[config.mk]
export PLATFORM = sky130hd
export DESIGN_NAME = uart_tx
export DESIGN_NICKNAME = d
export VERILOG_FILES = /design/src/rtl/uart_pkg.sv /design/src/rtl/baud_tick_gen.sv /design/src/rtl/uart_tx.sv
export SDC_FILE = /design/constraint.sdc
export NUM_CORES = 1
export LEC_CHECK = 0
export ABC_AREA = 1
export CORE_MARGIN = 10
export CORE_UTILIZATION = 50
export CTS_CLUSTER_SIZE = 40
export DETAILED_ROUTE_END_ITERATION = 10
export PLACE_DENSITY_LB_ADDON = 0.3
export SLEW_MARGIN = 15
export SYNTH_ARGS = -nofsm -noshare
export SYNTH_HDL_FRONTEND = slang
export SYNTH_HIERARCHICAL = 1
export SYNTH_SLANG_ARGS = --single-unit
[constraint.sdc]
create_clock -name clk -period 1.8 [get_ports clk]
set_clock_uncertainty 0.1 [all_clocks]
set_input_delay 0.18 -clock clk [delete_from_list [all_inputs] [get_ports clk]]
set_output_delay 0.18 -clock clk [all_outputs]
set_load 0.02 [all_outputs]
[src/rtl/uart_pkg.sv]
// Shared UART definitions: transmitter FSM encoding (one-hot), bit oversampling and default divider.
// The PARITY state exists only when UART_TX_PARITY_EN is defined.
package uart_pkg;

  localparam int unsigned TICKS_PER_BIT    = 16;
  localparam int unsigned DEFAULT_TICK_DIV = 163;

  typedef enum logic [4:0] {
    IDLE   = 5'b00001,
    START  = 5'b00010,
    DATA   = 5'b00100,
`ifdef UART_TX_PARITY_EN
    PARITY = 5'b01000,
`endif
    STOP   = 5'b10000
  } tx_state_e;

endpackage

[src/rtl/baud_tick_gen.sv]
// Free-running baud tick divider: one-cycle tick every TICK_DIV clks, synchronously
// restarted by clr so the first tick of a frame lands exactly TICK_DIV clks after clr.
module baud_tick_gen #(
  parameter int unsigned TICK_DIV = 163
) (
  input  logic clk,
  input  logic reset,
  input  logic clr,
  output logic tick
);

  localparam int unsigned CW = (TICK_DIV > 1) ? $clog2(TICK_DIV) : 1;
  localparam logic [CW-1:0] LAST = CW'(TICK_DIV - 1);

  logic [CW-1:0] cnt;

  always_ff @(posedge clk or negedge reset) begin
    if (!reset) begin
      cnt <= '0;
    end else if (clr || cnt == LAST) begin
      cnt <= '0;
    end else begin
      cnt <= cnt + 1'b1;
    end
  end

  assign tick = (cnt == LAST);

endmodule

[src/rtl/uart_tx.sv]
// UART transmitter: start bit, SIZE data bits LSB-first, optional even parity, SB_TICK-tick stop.
// Optional parity bit compiled in with `define UART_TX_PARITY_EN.
module uart_tx
  import uart_pkg::*;
#(
  parameter int unsigned SIZE     = 8,
  parameter int unsigned TICK_DIV = DEFAULT_TICK_DIV,
  parameter int unsigned SB_TICK  = 16
) (
  input  logic            clk,
  input  logic            reset,
  input  logic            tx_start,
  input  logic [SIZE-1:0] d_in,
  output logic            tx,
  output logic            tx_done,
  output logic            busy
);

  localparam int unsigned BW = (SIZE > 1) ? $clog2(SIZE) : 1;
  localparam int unsigned TW = (SB_TICK > TICKS_PER_BIT) ? $clog2(SB_TICK) : $clog2(TICKS_PER_BIT);
  localparam logic [BW-1:0] LAST_BIT  = BW'(SIZE - 1);
  localparam logic [TW-1:0] LAST_TICK = TW'(TICKS_PER_BIT - 1);
  localparam logic [TW-1:0] LAST_STOP = TW'(SB_TICK - 1);

  tx_state_e       state_q, state_d;
  logic [TW-1:0]   tick_q, tick_d;
  logic [BW-1:0]   bit_q, bit_d;
  logic [SIZE-1:0] sh_q, sh_d;
  logic            tx_d, done_d, busy_d;
  logic            tick, clr;
`ifdef UART_TX_PARITY_EN
  logic            par_q, par_d;
`endif

  baud_tick_gen #(.TICK_DIV(TICK_DIV)) u_tick (
    .clk   (clk),
    .reset (reset),
    .clr   (clr),
    .tick  (tick)
  );

  always_comb begin
    state_d = state_q;
    tick_d  = tick_q;
    bit_d   = bit_q;
    sh_d    = sh_q;
    done_d  = 1'b0;
    clr     = 1'b0;
`ifdef UART_TX_PARITY_EN
    par_d   = par_q;
`endif
    case (state_q)
      IDLE: begin
        // tx_done blocks acceptance so a requester holding tx_start until done sends once
        if (tx_start && !tx_done) begin
          sh_d    = d_in;
          tick_d  = '0;
          bit_d   = '0;
          clr     = 1'b1;
          state_d = START;
`ifdef UART_TX_PARITY_EN
          par_d   = ^d_in;
`endif
        end
      end
      START: begin
        if (tick) begin
          if (tick_q == LAST_TICK) begin
            tick_d  = '0;
            state_d = DATA;
          end else begin
            tick_d = tick_q + 1'b1;
          end
        end
      end
      DATA: begin
        if (tick) begin
          if (tick_q == LAST_TICK) begin
            tick_d = '0;
            sh_d   = sh_q >> 1;
            if (bit_q == LAST_BIT) begin
              bit_d = '0;
`ifdef UART_TX_PARITY_EN
              state_d = PARITY;
`else
              state_d = STOP;
`endif
            end else begin
              bit_d = bit_q + 1'b1;
            end
          end else begin
            tick_d = tick_q + 1'b1;
          end
        end
      end
`ifdef UART_TX_PARITY_EN
      PARITY: begin
        if (tick) begin
          if (tick_q == LAST_TICK) begin
            tick_d  = '0;
            state_d = STOP;
          end else begin
            tick_d = tick_q + 1'b1;
          end
        end
      end
`endif
      STOP: begin
        if (tick) begin
          if (tick_q == LAST_STOP) begin
            tick_d  = '0;
            state_d = IDLE;
            done_d  = 1'b1;
          end else begin
            tick_d = tick_q + 1'b1;
          end
        end
      end
      default: begin
        state_d = IDLE;
        tick_d  = '0;
        bit_d   = '0;
      end
    endcase

    // Outputs are decoded from the next state so the registered pins change on the same edge
    case (state_d)
      START:   tx_d = 1'b0;
      DATA:    tx_d = sh_d[0];
`ifdef UART_TX_PARITY_EN
      PARITY:  tx_d = par_d;
`endif
      default: tx_d = 1'b1;
    endcase
    busy_d = (state_d != IDLE) || done_d;
  end

  always_ff @(posedge clk or negedge reset) begin
    if (!reset) begin
      state_q <= IDLE;
      tick_q  <= '0;
      bit_q   <= '0;
      sh_q    <= '0;
      tx      <= 1'b1;
      tx_done <= 1'b0;
      busy    <= 1'b0;
`ifdef UART_TX_PARITY_EN
      par_q   <= 1'b0;
`endif
    end else begin
      state_q <= state_d;
      tick_q  <= tick_d;
      bit_q   <= bit_d;
      sh_q    <= sh_d;
      tx      <= tx_d;
      tx_done <= done_d;
      busy    <= busy_d;
`ifdef UART_TX_PARITY_EN
      par_q   <= par_d;
`endif
    end
  end

endmodule

### Yosys cells after proc, flatten, opt, wreduce, memory -nomap -nowiden

Cells that the tools add are included.

* add/subtract/negate cells: 3
* eq/ne operators: 14
* reductions and logical operators: 10
* bitwise operators: 1
* muxes and demuxes: 29

Operator list (count)
* two-way mux 5 bit: 8
* two-way mux 8 bit: 4
* one-hot mux 5 bit (4 select lines): 1
* one-hot mux 8 bit (2 select lines): 1
* two-way mux 3 bit: 4
* two-way mux 4 bit: 3
* equality test 5 x 2 -> 1 bit, second input constant: 2
* equality test 5 x 3 -> 1 bit, second input constant: 2
* one-hot mux 3 bit (3 select lines): 1
* adder 8 x 1 -> 8 bit, second input constant: 1
* equality test 8 bit, second input constant: 1
* one-hot mux 4 bit (2 select lines): 1
* AND reduction 4 bit: 2
* != test 2 bit, second input constant: 3
* equality test 5 x 1 -> 1 bit, second input constant: 1
* equality test 5 bit, second input constant: 1
* two-way mux 1 bit: 5
* != test 5 x 1 -> 1 bit, second input constant: 1
* adder 4 x 1 -> 4 bit, second input constant: 1
* equality test 4 bit, second input constant: 1
* adder 3 x 1 -> 3 bit, second input constant: 1
* equality test 3 bit, second input constant: 1
* OR reduction 3 bit: 1
* logical OR 1 bit: 2
* 8 further kinds: 8

* flip-flop bits (word level): 31
* output and inout bits: 3
* logic and storage cells: 66
* bits of input ports: 11

### Depth between registers and ports, before layout

* depth in word-level cells: 7
* mapped depth: 15
* gate-level depth less buffers: 14

### Hierarchy

The synthesis kept the hierarchy.

By module, submodules not included
* uart_tx: cells an instance 141, area each 1265.0 um2, times used 1, sequential area each 578.1 um2
* baud_tick_gen: cells an instance 54, area each 445.4 um2, times used 1, sequential area each 200.2 um2

### Worst setup path before layout

OpenSTA, ideal clock, no wires.

* path type: register -> register
* start point: reg u_tick.cnt[0]
* end point: reg tx
* setup slack: 0.005 ns
* setup time: 0.061 ns
* clock period less this slack: 1.795 ns
* data required time: 1.639 ns
* stages on the path, launching flop included: 16
* data arrival time: 1.634 ns
* path buffers: 1
* path through: dfrtp_1 -> inv_1 -> ha_1 -> nand2_1 -> nor2_1 -> nand2_2 -> inv_1 -> buf_2 -> inv_1 -> nor2_1 -> nand3_1 -> nand2_1 -> inv_1 -> nand2_2 -> nand2_1 -> nand2_1

* elaborated cells between the ends (all ways): 10
* those cells by class: eq/ne: 3; mux: 7

RTL lines
* start, declared: RTL line baud_tick_gen.sv:15 `logic [CW-1:0] cnt;`
* start signal, assigned: RTL line baud_tick_gen.sv:23 `cnt <= cnt + 1'b1;`
* equality test 8 bit: RTL line baud_tick_gen.sv:27 `assign tick = (cnt == LAST);`
* named net tick: RTL line uart_tx.sv:30 `logic tick, clr;`
* two-way mux 8 bit: RTL line uart_tx.sv:77 `if (tick) begin`
* one-hot mux 8 bit (2 select lines): RTL line uart_tx.sv:52 `case (state_q)`
* named net sh_d[0]: RTL line uart_tx.sv:28 `logic [SIZE-1:0] sh_q, sh_d;`
* one-hot mux 1 bit (2 select lines): RTL line uart_tx.sv:127 `case (state_d)`
* named net tx_d: RTL line uart_tx.sv:29 `logic tx_d, done_d, busy_d;`
* end signal, assigned: RTL line uart_tx.sv:155 `tx <= tx_d;`
* end, declared: RTL line uart_tx.sv:14 `output logic tx,`

The timed path passes the listed nets, and every way through them passes these cells. The select of a mux whose other input is x is not followed.
A chain may end at the register's enable or synchronous reset.

### Final worst setup path

* start point: reg tx
* end point: out tx

No word-level cell between the ends.

==> impl_metrics.env <==
export IMPL_tns_ns=0
export IMPL_path_class="flop to output port"
export IMPL_p_total_mw=1.67
export IMPL_async_reset_ff_frac=1.00
export IMPL_yosys_register_bits=31
export IMPL_drive_above_1_share=0.256
export IMPL_synth_common_cells="nand2_1, dfrtp_1, inv_1"
export IMPL_max_freq_ghz=0.577
export IMPL_dp_hpwl_um=2510
export IMPL_ioPinCount=14
export IMPL_rows=21
export IMPL_drt_total_wl_um=3340
export IMPL_clockBufferDepth=2
export IMPL_required_ns=1.52
export IMPL_clock_sinks=31
export IMPL_peakVddDrop_mv=0.494
export IMPL_status="finished, final reports clean"
export IMPL_initial_core_util=0.517
export IMPL_cp_start_kind="flop"
export IMPL_maxCapViolations=0
export IMPL_critPathMaxFanout=1
export IMPL_hp_class="input port to asynchronous set/reset pin"
export IMPL_numCtsBuffers=5
export IMPL_yosysTopAreaCellShare=0.424
export IMPL_synth_cells=195
export IMPL_final_cells=269
export IMPL_slew_viol_final=0
export IMPL_drtAntennaViolNets=0
export IMPL_critPathSlowestCell="clkdlybuf4s50_1"
export IMPL_cts_tree="yes"
export IMPL_synth_edf_count=0
export IMPL_via_per_inst=5.00
export IMPL_grt_pass1_wl_um=6060
export IMPL_syn_area_per_cell_um2=8.77
export IMPL_synth_distinct_cells=31
export IMPL_timing_final_crit_share=0.962
export IMPL_cts_max_level=2
export IMPL_port_buffers=13
export IMPL_netlist_area_mm2=0.00171
export IMPL_seq_area_frac_synth=0.455
export IMPL_fin_crit_ns=1.73
export IMPL_antenna_found_initial=0
export IMPL_cts_root_buffer="clkbuf_4"
export IMPL_final_hold_viol_count=0
export IMPL_firstDrtPassIters=4
export IMPL_synthToLayoutAreaGrowth_pct=17.9
export IMPL_cp_end_kind="output port"
export IMPL_yosys_warnings=6
export IMPL_route_detailed_drc=0
export IMPL_overflow=0
export IMPL_p_per_area_mw_per_mm2=829
export IMPL_power_leakage_nw=0.991
export IMPL_cts_hold_buf=0
export IMPL_layout_nets=240
export IMPL_slowest_delay_ns=0.60
export IMPL_crit_chain="clkdlybuf4s50_1"
export IMPL_finalSetupViolCount=0
export IMPL_synth_top_cells_by_area="dfrtp_1, nand2_1, inv_1"
export IMPL_gp_congestion=0.807
export IMPL_antenna_cells=0
export IMPL_fp_dieW_um=78.5
export IMPL_routed_via_count=1345
export IMPL_routedWlPerCell_um=12.4
export IMPL_dp_cells=260
export IMPL_cp_arrival_ns=1.45
export IMPL_grt_pass1_vias=1315
export IMPL_clkTransAtPathRegs_ns=0.09
export IMPL_die_h_um=78.5
export IMPL_fin_hold_ws_ns=0.136
export IMPL_ys_flop_type="dfrtp_1"
export IMPL_synth_top_area_cell="dfrtp_1"
export IMPL_cpLargestDelayFamily="buffers and inverters"
export IMPL_synth_most_common_cell="nand2_1"
export IMPL_core_mm2=0.00331
export IMPL_dieArea_mm2=0.00616
export IMPL_grt_max_degree=32
export IMPL_first_iter_violations=72
export IMPL_clock_latency_ns=0.33
export IMPL_syn_nets=211
export IMPL_crit_buf_inv=1
export IMPL_grt_usage=0.122
[metal layers]
| metal | GRT usage | vias to the layer above | wire, µm | share of wire |
|---|---|---|---|---|
| met2 | 0.182 | 31 | 1490 | 0.45 |
| met3 | 0.0410 | 5 | 189 | 0.057 |
| met5 | 0 | - | 0 | 0 |
| li1 | - | 685 | - | - |
| met4 | 0.0609 | 0 | 63 | 0.019 |
| met1 | 0.153 | 624 | 1590 | 0.48 |
[worst reg2reg max path: stages (launching register included)]
cell and delay, ns:
dfrtp_1 0.40, inv_2 0.06, ha_1 0.14, nand2_1 0.05, nor2_1 0.10, nand2_2 0.09
inv_2 0.11, buf_4 0.15, nand3_1 0.07, o21ai_0 0.23, nand2_1 0.09, nand2_1 0.07
[kinds of logic (layout without fill, tap and decap cells)]
logic type,count (synthesis),count (layout),synth area share
xor+xnor,5,5,0.0256
flops,31,31,0.455
simple gates,110,110,0.355
other cells,1,1,0.00219
buf+inv,25,53,0.0563
compound gates,18,18,0.0695
fa+ha+maj,5,5,0.0366
[cell type report]
| cell class | count | area [µm²] |
|---|---|---|
| flip-flops and latches | 31 | 778 |
| fillers | 322 | 1290 |
| repair buffers | 23 | 205 |
| well taps | 46 | 57.6 |
| multi-input cells | 139 | 843 |
| clock buffers | 6 | 41.3 |
| inverters | 24 | 91.3 |
[where the power goes]
group / leakage, nW / switching, mW / total, mW / internal, mW
logic: 0.559 / 0.238 / 0.446 / 0.207
clock network: 0.0242 / 0.223 / 0.362 / 0.139
registers: 0.409 / 0.0704 / 0.864 / 0.794
[registers in the layout, indices dropped and copies added, names as in the netlist]
| name | flops |
|---|---|
| u_tick/cnt | 8 |
| tick_q | 4 |
| bit_q | 3 |
| busy | 1 |
| sh_q | 8 |
| tx_done | 1 |
| tx | 1 |
| state_q | 5 |
[timing repair]
item | CTS | global route
endpoints found under the hold margin | 0 | 0
endpoints found under the setup margin | 0 | 17
setup buffers | 0 | 3
gates resized for setup | 0 | 7
[worst paths after layout]
kind | slack, ns | endpoint | cells past startpoint | startpoint
setup / recovery | 0.07 | tx | 1 | tx
hold / removal | 0.14 | tick_q[1] | 2 | reset
setup reg to reg | 0.09 | sh_q[4] | 11 | u_tick/cnt[0]
hold reg to reg | 0.38 | sh_q[7] | 2 | sh_q[7]
max in group asynchronous | 1.14 | state_q[0] | 2 | reset
min in group clk | 0.30 | sh_q[7] | 3 | d_in[7]
[cell usage in the layout, fill, tap and decap left out, types with 3 or more instances in the layout]
cell type,instances
a22oi_1,4
ha_1,5
nand4_1,5
xor2_1,4
nand2_2,7
clkdlybuf4s50_1,13
nand2_1,47
buf_4,10
nand3_1,14
inv_2,5
nor2_1,11
dfrtp_1,29
clkbuf_4,5
nor2_2,9
nand3_2,5
nand2_4,3
nor2_4,6
o21ai_1,5
inv_1,18
[per-stage QoR]
| step | util | cell area (µm²) | setup slack (ns) |
|---|---|---|---|
| finish | 0.609 | 2020 | 0.0679 |
| CTS | 0.600 | 1990 | 0.00913 |
| global route | 0.609 | 2020 | -0.0291 |
| floorplan | - | 1710 | 0.00493 |
| global placement | 0.588 | 1950 | 0.0786 |
| detailed placement | 0.588 | 1950 | 0.0367 |
No activity file was read; power rests on OpenSTA's default activity.
